File: src/rtl/armleosoc_axi_read_router_ot.sv
// 1-to-N AXI4 read router with multiple outstanding bursts to a single client.
// Unmapped addresses are answered by an internal DECERR responder.
module armleosoc_axi_read_router_ot #(
  parameter int ADDR_WIDTH            = 34,
  parameter int ID_WIDTH              = 4,
  parameter int DATA_WIDTH            = 32,
  parameter int OPT_NUMBER_OF_CLIENTS = 2,
  parameter int MAX_OUTSTANDING       = 4,
  parameter int REGION_COUNT          = OPT_NUMBER_OF_CLIENTS,
  parameter logic [REGION_COUNT*((OPT_NUMBER_OF_CLIENTS > 1) ?
                   $clog2(OPT_NUMBER_OF_CLIENTS) : 1)-1:0] REGION_CLIENT_NUM = '0,
  parameter logic [REGION_COUNT*ADDR_WIDTH-1:0] REGION_BASE_ADDRS        = '0,
  parameter logic [REGION_COUNT*ADDR_WIDTH-1:0] REGION_END_ADDRS         = '0,
  parameter logic [REGION_COUNT*ADDR_WIDTH-1:0] REGION_CLIENT_BASE_ADDRS = '0
) (
  input  logic                                      clk,
  input  logic                                      rst,

  input  logic                                      upstream_axi_arvalid,
  output logic                                      upstream_axi_arready,
  input  logic [ADDR_WIDTH-1:0]                     upstream_axi_araddr,
  input  logic [7:0]                                upstream_axi_arlen,
  input  logic [2:0]                                upstream_axi_arsize,
  input  logic [1:0]                                upstream_axi_arburst,
  input  logic [ID_WIDTH-1:0]                       upstream_axi_arid,
  input  logic                                      upstream_axi_arlock,
  input  logic [2:0]                                upstream_axi_arprot,

  output logic                                      upstream_axi_rvalid,
  input  logic                                      upstream_axi_rready,
  output logic [1:0]                                upstream_axi_rresp,
  output logic                                      upstream_axi_rlast,
  output logic [DATA_WIDTH-1:0]                     upstream_axi_rdata,
  output logic [ID_WIDTH-1:0]                       upstream_axi_rid,

  output logic [OPT_NUMBER_OF_CLIENTS-1:0]          downstream_axi_arvalid,
  input  logic [OPT_NUMBER_OF_CLIENTS-1:0]          downstream_axi_arready,
  output logic [ADDR_WIDTH-1:0]                     downstream_axi_araddr,
  output logic [7:0]                                downstream_axi_arlen,
  output logic [2:0]                                downstream_axi_arsize,
  output logic [1:0]                                downstream_axi_arburst,
  output logic [ID_WIDTH-1:0]                       downstream_axi_arid,
  output logic                                      downstream_axi_arlock,
  output logic [2:0]                                downstream_axi_arprot,

  input  logic [OPT_NUMBER_OF_CLIENTS-1:0]          downstream_axi_rvalid,
  output logic [OPT_NUMBER_OF_CLIENTS-1:0]          downstream_axi_rready,
  input  logic [OPT_NUMBER_OF_CLIENTS*2-1:0]        downstream_axi_rresp,
  input  logic [OPT_NUMBER_OF_CLIENTS-1:0]          downstream_axi_rlast,
  input  logic [OPT_NUMBER_OF_CLIENTS*DATA_WIDTH-1:0] downstream_axi_rdata,
  input  logic [OPT_NUMBER_OF_CLIENTS*ID_WIDTH-1:0] downstream_axi_rid
);

  localparam int CW = (OPT_NUMBER_OF_CLIENTS > 1) ? $clog2(OPT_NUMBER_OF_CLIENTS) : 1;
  localparam int OW = $clog2(MAX_OUTSTANDING + 1);

  typedef enum logic [0:0] {StRoute, StDecerr} state_e;

  state_e                state_q, state_d;
  logic                  ar_full_q, ar_full_d;
  logic [CW-1:0]         cur_client_q, cur_client_d;
  logic [OW-1:0]         count_q, count_d;
  logic [ID_WIDTH-1:0]   dec_id_q, dec_id_d;
  logic [7:0]            dec_len_q, dec_len_d;
  logic [7:0]            beat_q, beat_d;

  // Holding register fields, loaded on the upstream AR handshake
  logic                  hit_q;
  logic [CW-1:0]         cl_q;
  logic [ADDR_WIDTH-1:0] addr_q;
  logic [7:0]            len_q;
  logic [2:0]            size_q;
  logic [1:0]            burst_q;
  logic [ID_WIDTH-1:0]   id_q;
  logic                  lock_q;
  logic [2:0]            prot_q;

  logic                  dec_hit;
  logic [CW-1:0]         dec_cl;
  logic [ADDR_WIDTH-1:0] dec_addr;
  logic                  ar_hs;
  logic                  issue_ok;
  logic                  ds_ar_hs;
  logic                  r_last_hs;

  assign ar_hs = upstream_axi_arvalid && upstream_axi_arready;

  // Region decode; iterating downwards lets the lowest-index match win
  always_comb begin
    dec_hit  = 1'b0;
    dec_cl   = '0;
    dec_addr = '0;
    for (int r = REGION_COUNT - 1; r >= 0; r--) begin
      if (upstream_axi_araddr >= REGION_BASE_ADDRS[r*ADDR_WIDTH +: ADDR_WIDTH] &&
          upstream_axi_araddr <  REGION_END_ADDRS[r*ADDR_WIDTH +: ADDR_WIDTH]) begin
        dec_hit  = 1'b1;
        dec_cl   = REGION_CLIENT_NUM[r*CW +: CW];
        dec_addr = upstream_axi_araddr - REGION_CLIENT_BASE_ADDRS[r*ADDR_WIDTH +: ADDR_WIDTH];
      end
    end
  end

  // Same-client bursts may pile up to the limit; a client switch waits for an idle R path
  assign issue_ok = !rst && (state_q == StRoute) && ar_full_q && hit_q &&
                    ((count_q == '0) ||
                     ((cl_q == cur_client_q) && (count_q < OW'(MAX_OUTSTANDING))));

  // AR issue and R-path muxing
  always_comb begin
    upstream_axi_arready   = !ar_full_q && !rst;
    downstream_axi_arvalid = '0;
    downstream_axi_rready  = '0;
    ds_ar_hs               = 1'b0;
    r_last_hs              = 1'b0;
    upstream_axi_rvalid    = 1'b0;
    upstream_axi_rresp     = 2'b00;
    upstream_axi_rlast     = 1'b0;
    upstream_axi_rdata     = '0;
    upstream_axi_rid       = '0;
    for (int i = 0; i < OPT_NUMBER_OF_CLIENTS; i++) begin
      if (issue_ok && (cl_q == CW'(i))) begin
        downstream_axi_arvalid[i] = 1'b1;
        ds_ar_hs                  = downstream_axi_arready[i];
      end
    end
    if (!rst) begin
      if (state_q == StDecerr) begin
        upstream_axi_rvalid = 1'b1;
        upstream_axi_rresp  = 2'b11;
        upstream_axi_rid    = dec_id_q;
        upstream_axi_rlast  = (beat_q == dec_len_q);
      end else if (count_q != '0) begin
        for (int i = 0; i < OPT_NUMBER_OF_CLIENTS; i++) begin
          if (cur_client_q == CW'(i)) begin
            upstream_axi_rvalid      = downstream_axi_rvalid[i];
            upstream_axi_rresp       = downstream_axi_rresp[i*2 +: 2];
            upstream_axi_rlast       = downstream_axi_rlast[i];
            upstream_axi_rdata       = downstream_axi_rdata[i*DATA_WIDTH +: DATA_WIDTH];
            upstream_axi_rid         = downstream_axi_rid[i*ID_WIDTH +: ID_WIDTH];
            downstream_axi_rready[i] = upstream_axi_rready;
            r_last_hs = downstream_axi_rvalid[i] && upstream_axi_rready &&
                        downstream_axi_rlast[i];
          end
        end
      end
    end
  end

  assign downstream_axi_araddr  = addr_q;
  assign downstream_axi_arlen   = len_q;
  assign downstream_axi_arsize  = size_q;
  assign downstream_axi_arburst = burst_q;
  assign downstream_axi_arid    = id_q;
  assign downstream_axi_arlock  = lock_q;
  assign downstream_axi_arprot  = prot_q;

  // Next-state: holding register, in-flight tracking and DECERR responder
  always_comb begin
    state_d      = state_q;
    ar_full_d    = ar_full_q;
    cur_client_d = cur_client_q;
    count_d      = count_q;
    dec_id_d     = dec_id_q;
    dec_len_d    = dec_len_q;
    beat_d       = beat_q;
    if (ar_hs) begin
      ar_full_d = 1'b1;
    end
    unique case (state_q)
      StRoute: begin
        if (ds_ar_hs) begin
          ar_full_d    = 1'b0;
          cur_client_d = cl_q;
        end else if (ar_full_q && !hit_q && (count_q == '0)) begin
          state_d   = StDecerr;
          ar_full_d = 1'b0;
          dec_id_d  = id_q;
          dec_len_d = len_q;
          beat_d    = '0;
        end
        // Issue and retire in the same cycle cancel out
        if (ds_ar_hs && !r_last_hs) begin
          count_d = count_q + OW'(1);
        end else if (!ds_ar_hs && r_last_hs) begin
          count_d = count_q - OW'(1);
        end
      end
      StDecerr: begin
        if (upstream_axi_rready) begin
          if (beat_q == dec_len_q) begin
            state_d = StRoute;
          end else begin
            beat_d = beat_q + 8'd1;
          end
        end
      end
      default: state_d = StRoute;
    endcase
  end

  // State registers with synchronous reset
  always_ff @(posedge clk) begin
    if (rst) begin
      state_q      <= StRoute;
      ar_full_q    <= 1'b0;
      cur_client_q <= '0;
      count_q      <= '0;
      dec_id_q     <= '0;
      dec_len_q    <= '0;
      beat_q       <= '0;
    end else begin
      state_q      <= state_d;
      ar_full_q    <= ar_full_d;
      cur_client_q <= cur_client_d;
      count_q      <= count_d;
      dec_id_q     <= dec_id_d;
      dec_len_q    <= dec_len_d;
      beat_q       <= beat_d;
    end
  end

  // AR holding register payload, decoded at acceptance
  always_ff @(posedge clk) begin
    if (rst) begin
      hit_q   <= 1'b0;
      cl_q    <= '0;
      addr_q  <= '0;
      len_q   <= '0;
      size_q  <= '0;
      burst_q <= '0;
      id_q    <= '0;
      lock_q  <= 1'b0;
      prot_q  <= '0;
    end else if (ar_hs) begin
      hit_q   <= dec_hit;
      cl_q    <= dec_cl;
      addr_q  <= dec_addr;
      len_q   <= upstream_axi_arlen;
      size_q  <= upstream_axi_arsize;
      burst_q <= upstream_axi_arburst;
      id_q    <= upstream_axi_arid;
      lock_q  <= upstream_axi_arlock;
      prot_q  <= upstream_axi_arprot;
    end
  end

endmodule

File: config.mk
export PLATFORM = sky130hd
export DESIGN_NAME = armleosoc_axi_read_router_ot
export DESIGN_NICKNAME = d
export VERILOG_FILES = /design/src/rtl/armleosoc_axi_read_router_ot.sv
export SDC_FILE = /design/constraint.sdc
export NUM_CORES = 1
export LEC_CHECK = 0
export BUFFER_PORTS_ARGS = -buffer_cell sky130_fd_sc_hd__buf_2
export CORE_AREA = 2 2 94 96
export DETAILED_ROUTE_END_ITERATION = 10
export DIE_AREA = 0 0 96 98
export GPL_TIMING_DRIVEN = 0
export PLACE_DENSITY = 0.69
export SLEW_MARGIN = 25
export SYNTH_ARGS = -nofsm -noshare
export SYNTH_HDL_FRONTEND = slang
export SYNTH_SLANG_ARGS = --single-unit
File: constraint.sdc
create_clock -name clk -period 3.3 [get_ports clk]
set_input_delay 0.66 -clock clk [delete_from_list [all_inputs] [get_ports clk]]
set_output_delay 0.66 -clock clk [all_outputs]
set_load 0.02 [all_outputs]
==> flow_summary_export.csv, run 1 <==
group,metric,value,unit
run_status,outcome,"complete, no violations",
logic_synthesis,synth.top_cell.area_share,0.359,
logic_synthesis,synth_compound_area_frac,0.118,
cts,post_cts_resized,0,
hold_path,hp-start,"count_q[1]$_SDFFE_PP0P_",
logic_synthesis,ys_async_sr_fraction,0,
cts,h-tree-depth,2,
logic_synthesis,synth_edf_count,0,
placed_design,portBuffers,127,
timing,report.final.setup_viol,0,
detailed_routing,viasPerCell,4.21,
logic_synthesis,avgSynthCellArea,7.55,um^2
timing,final_max_slew_viol_count,0,
die,io_pins,241,
finish,regArea,921,um^2
critical_path,cp_cell_sequence,"buf_2 -> clkbuf_1 -> clkbuf_1 -> clkbuf_1 -> nor2_1 -> buf_2",
power,pwr-share-clk,0.314,
detailed_routing,antenna_left,0,
global_route,antenna_found_initial,0,
cts,cts_num_sinks,46,
global_route,grt_max_degree,14,
power,switching_share,0.286,
critical_path,critPathTopFamily,"buffers and inverters",
logic_synthesis,syn_inst,340,
logic_synthesis,yosysMostFrequentCell,"nand2_1",
critical_path,reg2reg_from,"count_q[0]$_SDFFE_PP0P_",
finish,fin_nets,654,
critical_path,critPathMostFrequentCell,"clkbuf_1",
critical_path,cp_num_buf_inv,5,
critical_path,crit_type,"in -> out",
timing,fin_crit_sh,0.875,
power,power.switching,0.360,mW
die,row_count,34,
logic_synthesis,synth_cell_type_count,33,
power,finalPower,1.26,mW
power,cellPowerDensity,351,nW/um^2
finish,num-fill-cells,868,
critical_path,crit_slowest_cell,"clkbuf_1",
logic_synthesis,yosys.area_share.simple,0.323,
detailed_routing,vias,2603,
timing,period_minus_slack,2.89,ns
cts,insertion_delay,0.30,ns
detailed_routing,drt-total-wl,6.80,mm
power,peakVddDrop,0.261,mV
critical_path,cp_data_required_time,2.64,ns
timing,grt_setup_unrepaired,"false",
timing,tns,0,ns
detailed_routing,routed.top_layer,"met4",
detailed_routing,drt-initial-drc-count,101,
critical_path,path_max_fanout,10,
logic_synthesis,synth_adder_area_share,0.0146,
finish,drive_gt1_frac,0.358,
logic_synthesis,synth_top_family_by_area,"simple AND/OR/NAND/NOR gates",
logic_synthesis,synth_xor_area_frac,0.0341,
detailed_routing,drc,0,
power,internal_power,0.898,mW
logic_synthesis,ys_seq_area_frac,0.359,
placed_design,gp_congestion,0.795,
run,drv_cap,0,
finish,antenna_cells,0,
die,die_y,98,um
critical_path,slowest_delay,0.43,ns
logic_synthesis,synth_common_cells,"nand2_1, dfxtp_1, buf_4, and2_1, a21oi_1",
critical_path,cp-end-kind,"output port",
global_route,grt_pass1_vias,2356,
detailed_routing,drt-pass1-iter-count,4,
die,coreArea,8470,um^2
cts,cts_root_buf,"clkbuf_8",
critical_path,rrSetupSlack,1.26,ns
critical_path,r2r_cells,8,
hold_path,hp-class,"reg -> reg",
finish,syn2layout_area_growth,39.6,%
cts,cts.clk_slew.worst_paths,0.08,ns
detailed_routing,dr_wl_met3,406,um
finish,multiInputGateArea,1410,um^2
die,initial_core_util,0.303,
cts,tritoncts.num_buffers,5,
logic_synthesis,netlist_area,2570,um^2
cts,postCtsHoldBufs,0,
timing,fmax,0.346,GHz
finish,final_design_area_no_fill,3580,um^2
global_route,track_usage,0.141,
global_route,grt_pass1_wl,10.8,mm
detailed_routing,wl_per_cell,11.0,um
timing,finalHoldViolations,0,
placed_design,postPlaceCellArea,3470,um^2
cts,cts_tree,"yes",
logic_synthesis,ys_ff_latch,46,
timing,hold-worst-slack,0.461,ns
logic_synthesis,yosysWarnings,0,
power,leakage,1.75,nW
timing,tightest_slew,0.608,ns
placed_design,hpwl,5.42,mm
critical_path,r2r-end,"dec_id_q[2]$_SDFFE_PP0P_",
critical_path,critPathLaunchType,"input port",
timing,fin_skew,0.00605,ns
cts,post-cts-setup-buffers,0,
power,p_comb_frac,0.210,
die,dieWidth,96,um
critical_path,cp.arrival,2.23,ns
logic_synthesis,synth_flop_cell,"dfxtp_1",
timing,slew_headroom,0.594,
detailed_routing,route.met2.wl,3.25,mm
hold_path,hold-path-endpoint,"count_q[1]$_SDFFE_PP0P_",
logic_synthesis,synth_top_cell_by_area,"dfxtp_1",
hold_path,holdPathStages,2,
cts,cts_buffer_depth,2,
logic_synthesis,synth_area_leaders,"dfxtp_1, buf_4, and2_1, nand2_1, nand2b_1",
global_route,grt_overflow,0,
die,die_area,9410,um^2
detailed_routing,wl_met1,3.12,mm
power,pwr-share-seq,0.476,
logic_synthesis,synth_mux_area_frac,0.00439,
finish,final_util,0.423,
## stage by stage
| stage | cells | setup WS, ns |
|---|---|---|
| after floorplan | 376 | 1.04 |
| after global placement | 611 | 0.322 |
| after detailed placement | 611 | 0.405 |
| after CTS | 619 | 0.395 |
| after global routing | 619 | 0.210 |
| final | 619 | 0.414 |
## logic make-up after synthesis
logic type	after synthesis
AO/OA/AOI/OAI	55
XOR/XNOR	10
adder cells (fa/ha/maj)	3
buffers and inverters	62
flip-flops	46
multiplexers	1
other	1
AND/OR/NAND/NOR	162
## registers in the layout (all words and copies together), names as in the netlist
name                    count
count_q                     3
beat_q                      8
downstream_axi_arlock       1
downstream_axi_arid         4
state_q                     1
dec_len_q                   8
dec_id_q                    4
downstream_axi_arlen        8
downstream_axi_arsize       3
downstream_axi_arprot       3
downstream_axi_arburst      2
ar_full_q                   1
## area by class of cell
cell class,instances,share of cell area
clock buffer,8,0.0307
buffer,59,0.101
tap,108,0.0377
inverter,3,0.00314
multi-input combinational,268,0.393
timing repair buffer,127,0.177
sequential,46,0.257
## worst min-delay path, stage by stage (launching register included)
cell and delay [ns]:
dfxtp_1 0.32, nand2_1 0.05, a21oi_1 0.05
## worst max path at each step
| stage | from | endpoint | slack (ns) | cells after the start |
|---|---|---|---|---|
| floorplan | rst | upstream_axi_rdata[10] | 1.04 | 4 |
| global placement | rst | upstream_axi_rid[3] | 0.32 | 6 |
| detailed placement | rst | upstream_axi_rdata[20] | 0.40 | 6 |
| CTS | rst | upstream_axi_rid[3] | 0.40 | 6 |
| global route | rst | upstream_axi_rlast | 0.21 | 6 |
| finish | rst | upstream_axi_rlast | 0.41 | 6 |
## layout by cell type, fill, tap and decap left out, types with 15 or more instances in the layout
cell type and count:
buf_2 129, clkbuf_1 20, a21oi_1 24, and2_1 35, buf_4 37, conb_1 37, o21ai_0 21, nor2_1 19
nand3_1 15, nand2b_1 22, dfxtp_1 46, nand2_1 55
## metal layers
layer,track usage,vias up
li1,-,1373
met1,0.184,1153
met5,0,-
met4,0.0352,0
met3,0.0324,3
met2,0.235,74
## power by group through the flow
stage / logic, mW / clock network (mW) / registers [mW]
after floorplan: 0.153 / 0 / 0.635
after global placement: 0.261 / 0 / 0.612
after detailed placement: 0.263 / 0 / 0.612
after CTS: 0.264 / 0.408 / 0.600
after global routing: 0.291 / 0.434 / 0.603
final: 0.264 / 0.395 / 0.599
Power figures use the tool's default switching activity.
==> inputs of run 2 (changes only) <==
--- a/config.mk
+++ b/config.mk
@@ -6,11 +6,11 @@
 export NUM_CORES = 1
 export LEC_CHECK = 0
 export BUFFER_PORTS_ARGS = -buffer_cell sky130_fd_sc_hd__buf_2
-export CORE_AREA = 2 2 94 96
+export CORE_AREA = 2 2 93 95
 export DETAILED_ROUTE_END_ITERATION = 10
-export DIE_AREA = 0 0 96 98
+export DIE_AREA = 0 0 95 97
 export GPL_TIMING_DRIVEN = 0
-export PLACE_DENSITY = 0.69
+export PLACE_DENSITY = 0.7
 export SLEW_MARGIN = 25
 export SYNTH_ARGS = -nofsm -noshare
 export SYNTH_HDL_FRONTEND = slang
==> run 2 against run 1 <==
Effect of this change:
- via count shrank 2.9%
- clock-buffer cell count is 3 lower
- clock skew rose by 0.0033 ns
- critical path depth is the same
- sequential cell count unchanged
- clock power is 5% higher
- global-route usage grew 0.79 points
- die area fell by 2.1%
- routed wire length up 2.7%
- core utilization rose by 1.7 points
- non-clock buffer count stayed put
==> flow_summary_export.csv, run 2 (synthesis results as in run 1) <==
group,metric,value,unit
cts,postCtsHoldBufs,0,
die,die_area,9220,um^2
hold_path,hp-class,"reg -> reg",
global_route,gr-usage-met1,0.195,
cts,post-cts-setup-buffers,0,
die,dieWidth,95,um
cts,post_cts_resized,0,
critical_path,cp_cell_sequence,"buf_2 -> clkbuf_1 -> clkbuf_1 -> clkbuf_1 -> nor2_1 -> buf_2",
die,initial_core_util,0.316,
placed_design,gp_congestion,0.812,
detailed_routing,drt-initial-drc-count,95,
cts,cts_buffer_depth,2,
finish,final_util,0.440,
critical_path,crit_type,"in -> out",
power,p_comb_frac,0.207,
timing,final_max_slew_viol_count,0,
critical_path,cp_num_buf_inv,5,
timing,tns,0,ns
cts,cts_num_sinks,46,
timing,slew_headroom,0.600,
critical_path,critPathLaunchType,"input port",
die,die_y,97,um
detailed_routing,drc,0,
global_route,grt_overflow,0,
timing,fin_crit_sh,0.882,
finish,final_common_cell,"buf_2",
finish,antenna_cells,0,
timing,period_minus_slack,2.91,ns
finish,fin_nets,654,
power,pwr-share-clk,0.323,
timing,hold-worst-slack,0.462,ns
critical_path,cp-end-kind,"output port",
detailed_routing,wl_per_cell,11.3,um
global_route,use_met2,0.249,
detailed_routing,vias,2528,
cts,cts.clk_slew.worst_paths,0.08,ns
run_status,outcome,"complete, no violations",
detailed_routing,drt-pass1-iter-count,4,
power,cellPowerDensity,357,nW/um^2
global_route,gr-usage-met3,0.0319,
critical_path,path_max_fanout,10,
cts,tritoncts.num_buffers,5,
timing,fmax,0.344,GHz
timing,fin_skew,0.00931,ns
timing,finalHoldViolations,0,
critical_path,crit_slowest_cell,"clkbuf_1",
global_route,grt_pass1_wl,11.4,mm
power,switching_share,0.287,
cts,insertion_delay,0.30,ns
timing,report.final.setup_viol,0,
power,internal_power,0.910,mW
finish,syn2layout_area_growth,39.4,%
global_route,grt_pass1_vias,2430,
critical_path,cp_data_required_time,2.64,ns
detailed_routing,viasPerCell,4.10,
power,peakVddDrop,0.258,mV
critical_path,slowest_delay,0.42,ns
global_route,antenna_found_initial,0,
finish,drive_gt1_frac,0.358,
global_route,grt_max_degree,15,
detailed_routing,antenna_left,0,
finish,instances_no_fill,616,
placed_design,dp.cells,608,
critical_path,critPathMostFrequentCell,"clkbuf_1",
die,row_count,33,
run,drv_cap,0,
power,leakage,1.75,nW
cts,h-tree-depth,2,
placed_design,portBuffers,127,
critical_path,critPathTopFamily,"buffers and inverters",
cts,cts_tree,"yes",
finish,layout_common_cells,"buf_2, nand2_1, dfxtp_1",
global_route,top_usage_layer,"met2",
placed_design,hpwl,5.54,mm
power,finalPower,1.28,mW
global_route,track_usage,0.149,
timing,grt_setup_unrepaired,"false",
critical_path,cp.arrival,2.25,ns
detailed_routing,drt-total-wl,6.99,mm
power,power.switching,0.367,mW
die,coreArea,8130,um^2
die,io_pins,241,
timing,tightest_slew,0.598,ns
power,pwr-share-seq,0.470,
cts,cts_root_buf,"clkbuf_8",
-- run 2: changes by cell type in the layout (fill, tap and decap cells not counted) --
cell / delta
clkbuf_8: -3
clkinv_2: +2
bufinv_16: +1
-- run 2: path summary, 6_finish.rpt --
| path | startpoint | end | slack, ns | depth (start not counted) |
|---|---|---|---|---|
| max | rst | upstream_axi_rlast | 0.39 | 6 |
| min | count_q[1]$_SDFFE_PP0P_ | count_q[1]$_SDFFE_PP0P_ | 0.46 | 2 |
| max reg2reg | count_q[0]$_SDFFE_PP0P_ | dec_id_q[1]$_SDFFE_PP0P_ | 1.27 | 8 |
| min reg2reg | count_q[1]$_SDFFE_PP0P_ | count_q[1]$_SDFFE_PP0P_ | 0.46 | 2 |
-- run 2: worst register-to-register path: cells and delay by family, from the launching register on --
| family | cells | cell delay [ns] |
|---|---|---|
| adders and majority gates | 1 | 0.19 |
| buffers and inverters | 3 | 0.63 |
| AOI/OAI and AO/OA | 1 | 0.12 |
| and+or+nand+nor | 3 | 0.71 |
| DFF | 1 | 0.30 |
-- run 2: stage by stage --
step | setup slack, ns | instance area, um^2
floorplan | 1.04 | 2700
global placement | 0.380 | 3470
detailed placement | 0.364 | 3470
CTS | 0.355 | 3580
global route | 0.177 | 3580
finish | 0.390 | 3580
-- run 2: metal layers --
| layer | up-vias | routed length (um) |
|---|---|---|
| li1 | 1367 | - |
| met1 | 1067 | 3150 |
| met2 | 88 | 3350 |
| met3 | 6 | 426 |
| met4 | 0 | 68 |
| met5 | - | 0 |
-- run 2: final cells by class --
class	count	area, um^2
Timing Repair Buffer	127	636
Clock inverter	3	40.0
Sequential cell	46	921
Multi-Input combinational cell	268	1410
Inverter	3	11.3
Clock buffer	5	68.8
Fill cell	840	4560
Tap cell	105	131
Buffer	59	363
-- run 2: power by group through the flow --
stage | sequential, mW | clock (mW) | combinational, mW
2_1_floorplan | 0.635 | 0 | 0.153
3_3_place_gp | 0.612 | 0 | 0.260
3_5_place_dp | 0.613 | 0 | 0.263
4_1_cts | 0.600 | 0.425 | 0.264
5_1_grt | 0.604 | 0.454 | 0.292
6_report | 0.600 | 0.413 | 0.264
